**config.mk**
```make
export PLATFORM = sky130hd
export DESIGN_NAME = wb_pico_decoder_flat
export DESIGN_NICKNAME = d
export VERILOG_FILES = /design/src/rtl/wb_pico_decoder_if.sv /design/src/rtl/wb_pico_decoder.sv /design/src/flat_wrapper.sv
export SDC_FILE = /design/constraint.sdc
export NUM_CORES = 1
export LEC_CHECK = 0
export ABC_AREA = 1
export BUFFER_PORTS_ARGS = -buffer_cell sky130_fd_sc_hd__buf_2
export CELL_PAD_IN_SITES_DETAIL_PLACEMENT = 0
export CELL_PAD_IN_SITES_GLOBAL_PLACEMENT = 1
export CORE_MARGIN = 10
export CORE_UTILIZATION = 33
export CTS_BUF_LIST = sky130_fd_sc_hd__clkbuf_16
export CTS_CLUSTER_SIZE = 10
export DETAILED_ROUTE_END_ITERATION = 8
export HOLD_SLACK_MARGIN = 0.05
export PLACE_DENSITY_LB_ADDON = 0.1
export SLEW_MARGIN = 0
export SYNTH_ARGS = -nofsm -noshare
export SYNTH_HDL_FRONTEND = slang
export SYNTH_SLANG_ARGS = --single-unit
```
**constraint.sdc**
```tcl
create_clock -name i_clk -period 7.7 [get_ports i_clk]
set_input_delay 0.77 -clock i_clk [delete_from_list [all_inputs] [get_ports i_clk]]
set_output_delay 0.77 -clock i_clk [all_outputs]
set_load 0.01 [all_outputs]
```
**src/rtl/wb_pico_decoder_if.sv**
```systemverilog
// Wishbone pipelined bus bundle between the PicoRV32 bridge, the decoder and its NS slaves.
// The "slave" modport is the decoder's view; "master" is the surrounding environment's view.
interface wb_pico_decoder_if #(
  parameter int NS = 4
);
  logic             i_mcyc;
  logic             i_mstb;
  logic             i_mwe;
  logic [29:0]      i_maddr;
  logic [31:0]      i_mdata;
  logic [3:0]       i_msel;
  logic             o_mstall;
  logic             o_mack;
  logic             o_merr;
  logic [31:0]      o_mdata;
  logic [NS-1:0]    o_scyc;
  logic [NS-1:0]    o_sstb;
  logic             o_swe;
  logic [29:0]      o_saddr;
  logic [31:0]      o_sdata;
  logic [3:0]       o_ssel;
  logic [NS-1:0]    i_sstall;
  logic [NS-1:0]    i_sack;
  logic [NS-1:0]    i_serr;
  logic [NS*32-1:0] i_sdata;
  logic             o_timeout;

  modport slave (
    input  i_mcyc, i_mstb, i_mwe, i_maddr, i_mdata, i_msel,
    input  i_sstall, i_sack, i_serr, i_sdata,
    output o_mstall, o_mack, o_merr, o_mdata,
    output o_scyc, o_sstb, o_swe, o_saddr, o_sdata, o_ssel, o_timeout
  );

  modport master (
    output i_mcyc, i_mstb, i_mwe, i_maddr, i_mdata, i_msel,
    output i_sstall, i_sack, i_serr, i_sdata,
    input  o_mstall, o_mack, o_merr, o_mdata,
    input  o_scyc, o_sstb, o_swe, o_saddr, o_sdata, o_ssel, o_timeout
  );
endinterface

```
**src/rtl/wb_pico_decoder.sv**
```systemverilog
// Single-master Wishbone address decoder with bus-timeout watchdog.
// States: IDLE = ready to accept/decode | BUSY = selected slave owns the bus | ERR = unmapped, error next cycle
module wb_pico_decoder #(
  parameter int               NS         = 4,
  parameter logic [NS*30-1:0] SLAVE_ADDR = {30'h0200_0100, 30'h0200_0000, 30'h0100_0000, 30'h0000_0000},
  parameter logic [NS*30-1:0] SLAVE_MASK = {30'h3FFF_FF00, 30'h3FFF_FF00, 30'h3F00_0000, 30'h3F00_0000},
  parameter int               TIMEOUT    = 1023
) (
  input  logic              i_clk,
  input  logic              i_reset,
  wb_pico_decoder_if.slave  bus
);

  localparam int CW = $clog2(TIMEOUT + 1);

  typedef enum logic [1:0] {IDLE, BUSY, ERR} state_t;

  state_t        state_q, state_d;
  logic [NS-1:0] scyc_q, scyc_d;
  logic [NS-1:0] sstb_q, sstb_d;
  logic [NS-1:0] sel_q, dec_sel;
  logic          dec_hit;
  logic          ack_q, ack_d;
  logic          err_q, err_d;
  logic          to_q, to_d;
  logic [CW-1:0] cnt_q, cnt_d;
  logic          load, capture;
  logic          s_ack, s_err;
  logic [31:0]   rdata;
  logic [29:0]   saddr_q;
  logic [31:0]   sdata_q, mdata_q;
  logic [3:0]    ssel_q;
  logic          swe_q;

  // Descending scan so the lowest matching index is the one left standing.
  always_comb begin
    dec_hit = 1'b0;
    dec_sel = '0;
    for (int k = NS - 1; k >= 0; k--) begin
      if ((bus.i_maddr & SLAVE_MASK[k*30 +: 30]) == (SLAVE_ADDR[k*30 +: 30] & SLAVE_MASK[k*30 +: 30])) begin
        dec_hit    = 1'b1;
        dec_sel    = '0;
        dec_sel[k] = 1'b1;
      end
    end
  end

  always_comb begin
    rdata = '0;
    for (int k = 0; k < NS; k++) begin
      if (sel_q[k]) rdata = rdata | bus.i_sdata[k*32 +: 32];
    end
  end

  assign s_ack = |(bus.i_sack & sel_q);
  assign s_err = |(bus.i_serr & sel_q);

  always_comb begin
    state_d = state_q;
    scyc_d  = scyc_q;
    sstb_d  = sstb_q & bus.i_sstall;
    ack_d   = 1'b0;
    err_d   = 1'b0;
    to_d    = 1'b0;
    cnt_d   = cnt_q;
    load    = 1'b0;
    capture = 1'b0;
    case (state_q)
      IDLE: begin
        scyc_d = '0;
        sstb_d = '0;
        if (bus.i_mcyc && bus.i_mstb) begin
          load  = 1'b1;
          cnt_d = '0;
          if (dec_hit) begin
            scyc_d  = dec_sel;
            sstb_d  = dec_sel;
            state_d = BUSY;
          end else begin
            state_d = ERR;
          end
        end
      end
      BUSY: begin
        cnt_d = cnt_q + CW'(1);
        if (!bus.i_mcyc || s_err || s_ack || (cnt_q == CW'(TIMEOUT))) begin
          state_d = IDLE;
          scyc_d  = '0;
          sstb_d  = '0;
        end
        // Abort suppresses any response; err beats ack; the watchdog only fires when the slave is silent.
        if (bus.i_mcyc) begin
          if (s_err) begin
            err_d = 1'b1;
          end else if (s_ack) begin
            ack_d   = 1'b1;
            capture = 1'b1;
          end else if (cnt_q == CW'(TIMEOUT)) begin
            err_d = 1'b1;
            to_d  = 1'b1;
          end
        end
      end
      ERR: begin
        scyc_d  = '0;
        sstb_d  = '0;
        err_d   = bus.i_mcyc;
        state_d = IDLE;
      end
      default: begin
        scyc_d  = '0;
        sstb_d  = '0;
        state_d = IDLE;
      end
    endcase
  end

  always_ff @(posedge i_clk) begin
    if (i_reset) begin
      state_q <= IDLE;
      scyc_q  <= '0;
      sstb_q  <= '0;
      ack_q   <= 1'b0;
      err_q   <= 1'b0;
      to_q    <= 1'b0;
      cnt_q   <= '0;
    end else begin
      state_q <= state_d;
      scyc_q  <= scyc_d;
      sstb_q  <= sstb_d;
      ack_q   <= ack_d;
      err_q   <= err_d;
      to_q    <= to_d;
      cnt_q   <= cnt_d;
    end
  end

  always_ff @(posedge i_clk) begin
    if (load) begin
      saddr_q <= bus.i_maddr;
      sdata_q <= bus.i_mdata;
      ssel_q  <= bus.i_msel;
      swe_q   <= bus.i_mwe;
      sel_q   <= dec_sel;
    end
    if (capture) mdata_q <= rdata;
  end

  assign bus.o_mstall  = (state_q != IDLE);
  assign bus.o_mack    = ack_q & bus.i_mcyc;
  assign bus.o_merr    = err_q & bus.i_mcyc;
  assign bus.o_mdata   = mdata_q;
  assign bus.o_timeout = to_q;
  assign bus.o_scyc    = scyc_q;
  assign bus.o_sstb    = sstb_q;
  assign bus.o_swe     = swe_q;
  assign bus.o_saddr   = saddr_q;
  assign bus.o_sdata   = sdata_q;
  assign bus.o_ssel    = ssel_q;

endmodule

```
**src/flat_wrapper.sv**
```systemverilog
// flat-port wrapper written by rule: the top's interface ports become plain ports
module wb_pico_decoder_flat 
#(
  parameter int               NS         = 4,
  parameter logic [NS*30-1:0] SLAVE_ADDR = {30'h0200_0100, 30'h0200_0000, 30'h0100_0000, 30'h0000_0000},
  parameter logic [NS*30-1:0] SLAVE_MASK = {30'h3FFF_FF00, 30'h3FFF_FF00, 30'h3F00_0000, 30'h3F00_0000},
  parameter int               TIMEOUT    = 1023
)
  (i_clk, i_reset, bus_i_mcyc, bus_i_mstb, bus_i_mwe, bus_i_maddr, bus_i_mdata, bus_i_msel, bus_i_sstall, bus_i_sack, bus_i_serr, bus_i_sdata, bus_o_mstall, bus_o_mack, bus_o_merr, bus_o_mdata, bus_o_scyc, bus_o_sstb, bus_o_swe, bus_o_saddr, bus_o_sdata, bus_o_ssel, bus_o_timeout);
  wb_pico_decoder_if #(.NS(NS)) bus_i ();
  input  logic i_clk;
  input  logic i_reset;
  input wire logic [$bits(bus_i.i_mcyc)-1:0] bus_i_mcyc;
  input wire logic [$bits(bus_i.i_mstb)-1:0] bus_i_mstb;
  input wire logic [$bits(bus_i.i_mwe)-1:0] bus_i_mwe;
  input wire logic [$bits(bus_i.i_maddr)-1:0] bus_i_maddr;
  input wire logic [$bits(bus_i.i_mdata)-1:0] bus_i_mdata;
  input wire logic [$bits(bus_i.i_msel)-1:0] bus_i_msel;
  input wire logic [$bits(bus_i.i_sstall)-1:0] bus_i_sstall;
  input wire logic [$bits(bus_i.i_sack)-1:0] bus_i_sack;
  input wire logic [$bits(bus_i.i_serr)-1:0] bus_i_serr;
  input wire logic [$bits(bus_i.i_sdata)-1:0] bus_i_sdata;
  output wire logic [$bits(bus_i.o_mstall)-1:0] bus_o_mstall;
  output wire logic [$bits(bus_i.o_mack)-1:0] bus_o_mack;
  output wire logic [$bits(bus_i.o_merr)-1:0] bus_o_merr;
  output wire logic [$bits(bus_i.o_mdata)-1:0] bus_o_mdata;
  output wire logic [$bits(bus_i.o_scyc)-1:0] bus_o_scyc;
  output wire logic [$bits(bus_i.o_sstb)-1:0] bus_o_sstb;
  output wire logic [$bits(bus_i.o_swe)-1:0] bus_o_swe;
  output wire logic [$bits(bus_i.o_saddr)-1:0] bus_o_saddr;
  output wire logic [$bits(bus_i.o_sdata)-1:0] bus_o_sdata;
  output wire logic [$bits(bus_i.o_ssel)-1:0] bus_o_ssel;
  output wire logic [$bits(bus_i.o_timeout)-1:0] bus_o_timeout;
  assign bus_i.i_mcyc = bus_i_mcyc;
  assign bus_i.i_mstb = bus_i_mstb;
  assign bus_i.i_mwe = bus_i_mwe;
  assign bus_i.i_maddr = bus_i_maddr;
  assign bus_i.i_mdata = bus_i_mdata;
  assign bus_i.i_msel = bus_i_msel;
  assign bus_i.i_sstall = bus_i_sstall;
  assign bus_i.i_sack = bus_i_sack;
  assign bus_i.i_serr = bus_i_serr;
  assign bus_i.i_sdata = bus_i_sdata;
  assign bus_o_mstall = bus_i.o_mstall;
  assign bus_o_mack = bus_i.o_mack;
  assign bus_o_merr = bus_i.o_merr;
  assign bus_o_mdata = bus_i.o_mdata;
  assign bus_o_scyc = bus_i.o_scyc;
  assign bus_o_sstb = bus_i.o_sstb;
  assign bus_o_swe = bus_i.o_swe;
  assign bus_o_saddr = bus_i.o_saddr;
  assign bus_o_sdata = bus_i.o_sdata;
  assign bus_o_ssel = bus_i.o_ssel;
  assign bus_o_timeout = bus_i.o_timeout;
  wb_pico_decoder #(.NS(NS), .SLAVE_ADDR(SLAVE_ADDR), .SLAVE_MASK(SLAVE_MASK), .TIMEOUT(TIMEOUT)) u_core (.i_clk(i_clk), .i_reset(i_reset), .bus(bus_i));
endmodule
```
==> impl_results.md <==
- Post-synthesis cell type count: 23
- Endpoints failing setup: 0
- Max FO, Critical Path: 34
- Outcome: completed
- Fin crit share: 0.357
- RSZ-0062 raised after global routing: false
- Share of power burned in registers: 0.467
- Total power: approximately 1.6 mW
- Dpl cells: roughly 1000
- Most common cell after layout, fill and taps aside: buf_2
- WL per Instance: between 15 and 20 um
- Number of antenna violations at the first check in global routing: 3
- Gr ovfl total: 0
- Clock network power share: 0.457
- Final Hold Fails: 0
- Post-DP HPWL: 16100 um
- DR iter-0 viols: about 360
- DIE HEIGHT: between 100 and 150 um
- DP Area: between 0.006 and 0.007 mm2
- Power Density: 219 mW/mm2
- Syn nets: about 700
- Core footprint: approximately 0.015 mm2
- Combinational fraction of design power: 0.076
- Vias per inst: between 4 and 5
- Post-Layout Cell Count: 1033
- Largest net degree at the start of global routing: 77
- Switching Share: 0.218
- Mapped Area: around 0.0052 mm2
- Dpl ws: 4.97 ns
- Root Buffer: clkbuf_16
- Final Critical Period: between 2 and 3 ns
- Share of layout cells above drive strength 1: 0.437
- Final ANT Viol Nets: 0
- Clock buffer depth: 2
- Final wirelength: approximately 20000 um
- Final Skew: 0.00901 ns
- Worst endpoint required time: roughly 7.7 ns
- CTS H-tree depth: 4
- Fin nets: a little over 1000
- Vias in the first global route: roughly 4900
- Syn_area_per_cell: between 10 and 15 um2
- Tightest Hold Check Type: register to register
- Post-synth top area share: 0.599
- Slew Limit Fails: 0
- Die area: roughly 0.021 mm2
- DRC: 0
- Synthesis warning total: 0
- Chip width: ~150 um
- Post-cts gate resize count: 0
- Mapped Cells: 484
- Peak VDD IR: 0.133 mV
- Worst Path Arrival: between 2 and 3 ns
- Commonest non-fill, non-tap cells in the layout: buf_2, nand2_1, edfxtp_1
- First-pass GRT wire length: ~30000 um
- Post-route design area: roughly 0.0075 mm2
- TritonCTS clock tree: built
- Clock Latency Late Sink: ~0.41 ns
- CTS Hold Bufs: 0
- Via count: about 4800
- GPL Wtd Cong: around 0.88
- DRT Pass-1 Iters: 5
- Pleak: ~3.4 nW
- Slew margin rel.: 0.157
- Final worst slack: roughly 5.0 ns
- Sw power: ~360 uW
- Max-Cap Viols: 0
- Slew @ Worst Pin: 1.26 ns
- Initial Utilization: 0.338
- Synth top area cells: edfxtp_1, nand2_1, dfxtp_1
- Critical path class: register to register
- Fmax: approximately 360 MHz
- Layout Area Growth over Synthesis: 45.6%
- Min Hold Slack: ~0.47 ns
- Final core utilization: 0.493
- FP Rows: 45
- Setup TNS: 0 ns
- Filler Cell Count: around 1500
- Seq/Total Area, Yosys: 0.688
- Startpoint types: register
- Clock-pin slew on the worst setup and hold paths: about 0.050 ns
- Port bufs: 321
- All-Layer GR Usage: 0.185
- Post-CTS setup buffers: 0
- Int Power: between 1 and 1.5 mW
- Largest area contributor in the netlist: edfxtp_1
- Register bit total from synthesis: between 100 and 150
- Clock buffer count from CTS: 17
- CP Capture Type: register
- # IOs: between 300 and 400
- CTS sink cnt: between 100 and 150
-- cell usage after synthesis --
cell type,number
a211oi_1,1
a21oi_1,21
a31oi_1,1
buf_2,2
buf_6,3
clkbuf_1,13
dfxtp_1,23
edfxtp_1,103
ha_1,4
inv_1,27
inv_2,2
nand2_1,181
nand3_1,19
nand3_2,1
nand4_1,35
nand4_2,1
nor2_1,29
nor2_2,1
nor3_1,3
nor3_2,2
nor4_1,3
o21ai_0,8
o21ai_4,1
-- flip-flops by register name, indices dropped and copies added, names as in the netlist, 2 cells and up --
name                flops
u_core.bus.o_mdata     32
u_core.bus.o_sdata     32
u_core.bus.o_saddr     30
u_core.cnt_q           10
u_core.bus.o_scyc       4
u_core.bus.o_ssel       4
u_core.bus.o_sstb       4
u_core.sel_q            4
u_core.state_q          2
-- area by class of cell --
type	count	area, um2	area share
Antenna cell	2	5.00	0.000666
Clock buffer	17	425	0.0566
Clock inverter	15	131	0.0175
Inverter	29	109	0.0145
Multi-Input combinational cell	311	1420	0.189
Sequential cell	126	3550	0.473
Tap cell	211	264	0.0351
Timing Repair Buffer	322	1610	0.215
-- layer usage --
layer / track usage / part of all wire
met5: 0 / 0.00050
met4: 0.0526 / 0.016
met3: 0.0602 / 0.066
met2: 0.337 / 0.54
met1: 0.199 / 0.38
-- path summary, 6_finish.rpt --
kind | from | endpoint | slack, ns | cells after the start
worst min register to register | u_core.cnt_q[4] | u_core.cnt_q[4] | 0.47 | 2
worst min-delay path | u_core.cnt_q[4] | u_core.cnt_q[4] | 0.47 | 2
worst max register to register | u_core.sel_q[3] | u_core.bus.o_mdata[30] | 4.95 | 5
worst max-delay path | u_core.sel_q[3] | u_core.bus.o_mdata[30] | 4.95 | 5
-- power by group through the flow --
| stage | Combinational (mW) | Clock [mW] | Sequential [mW] |
|---|---|---|---|
| after detailed placement | 0.126 | 0 | 0.782 |
| final | 0.125 | 0.752 | 0.768 |
| after global routing | 0.139 | 0.799 | 0.770 |
| after global placement | 0.125 | 0 | 0.782 |
| after CTS | 0.127 | 0.768 | 0.768 |
| after floorplan | 0.0367 | 0 | 0.786 |
-- critical path, stage by stage, from the launching register on --
cell and delay (ns):
edfxtp_1 0.88, nand2_1 0.24, nand2_1 0.07, nor2_1 0.24, nand2_1 0.17, nor2_4 0.71
-- cells by family (layout without fill, tap and decap cells) --
group | count (synthesis) | count (layout) | share of synthesized area
and+or+nand+nor | 275 | 275 | 0.229
DFF | 126 | 126 | 0.688
buffers and inverters | 47 | 383 | 0.0390
AOI/OAI and AO/OA | 32 | 32 | 0.0339
adders and majority gates | 4 | 4 | 0.00969
other | 0 | 2 | 0
Power figures use the tool's default switching activity.
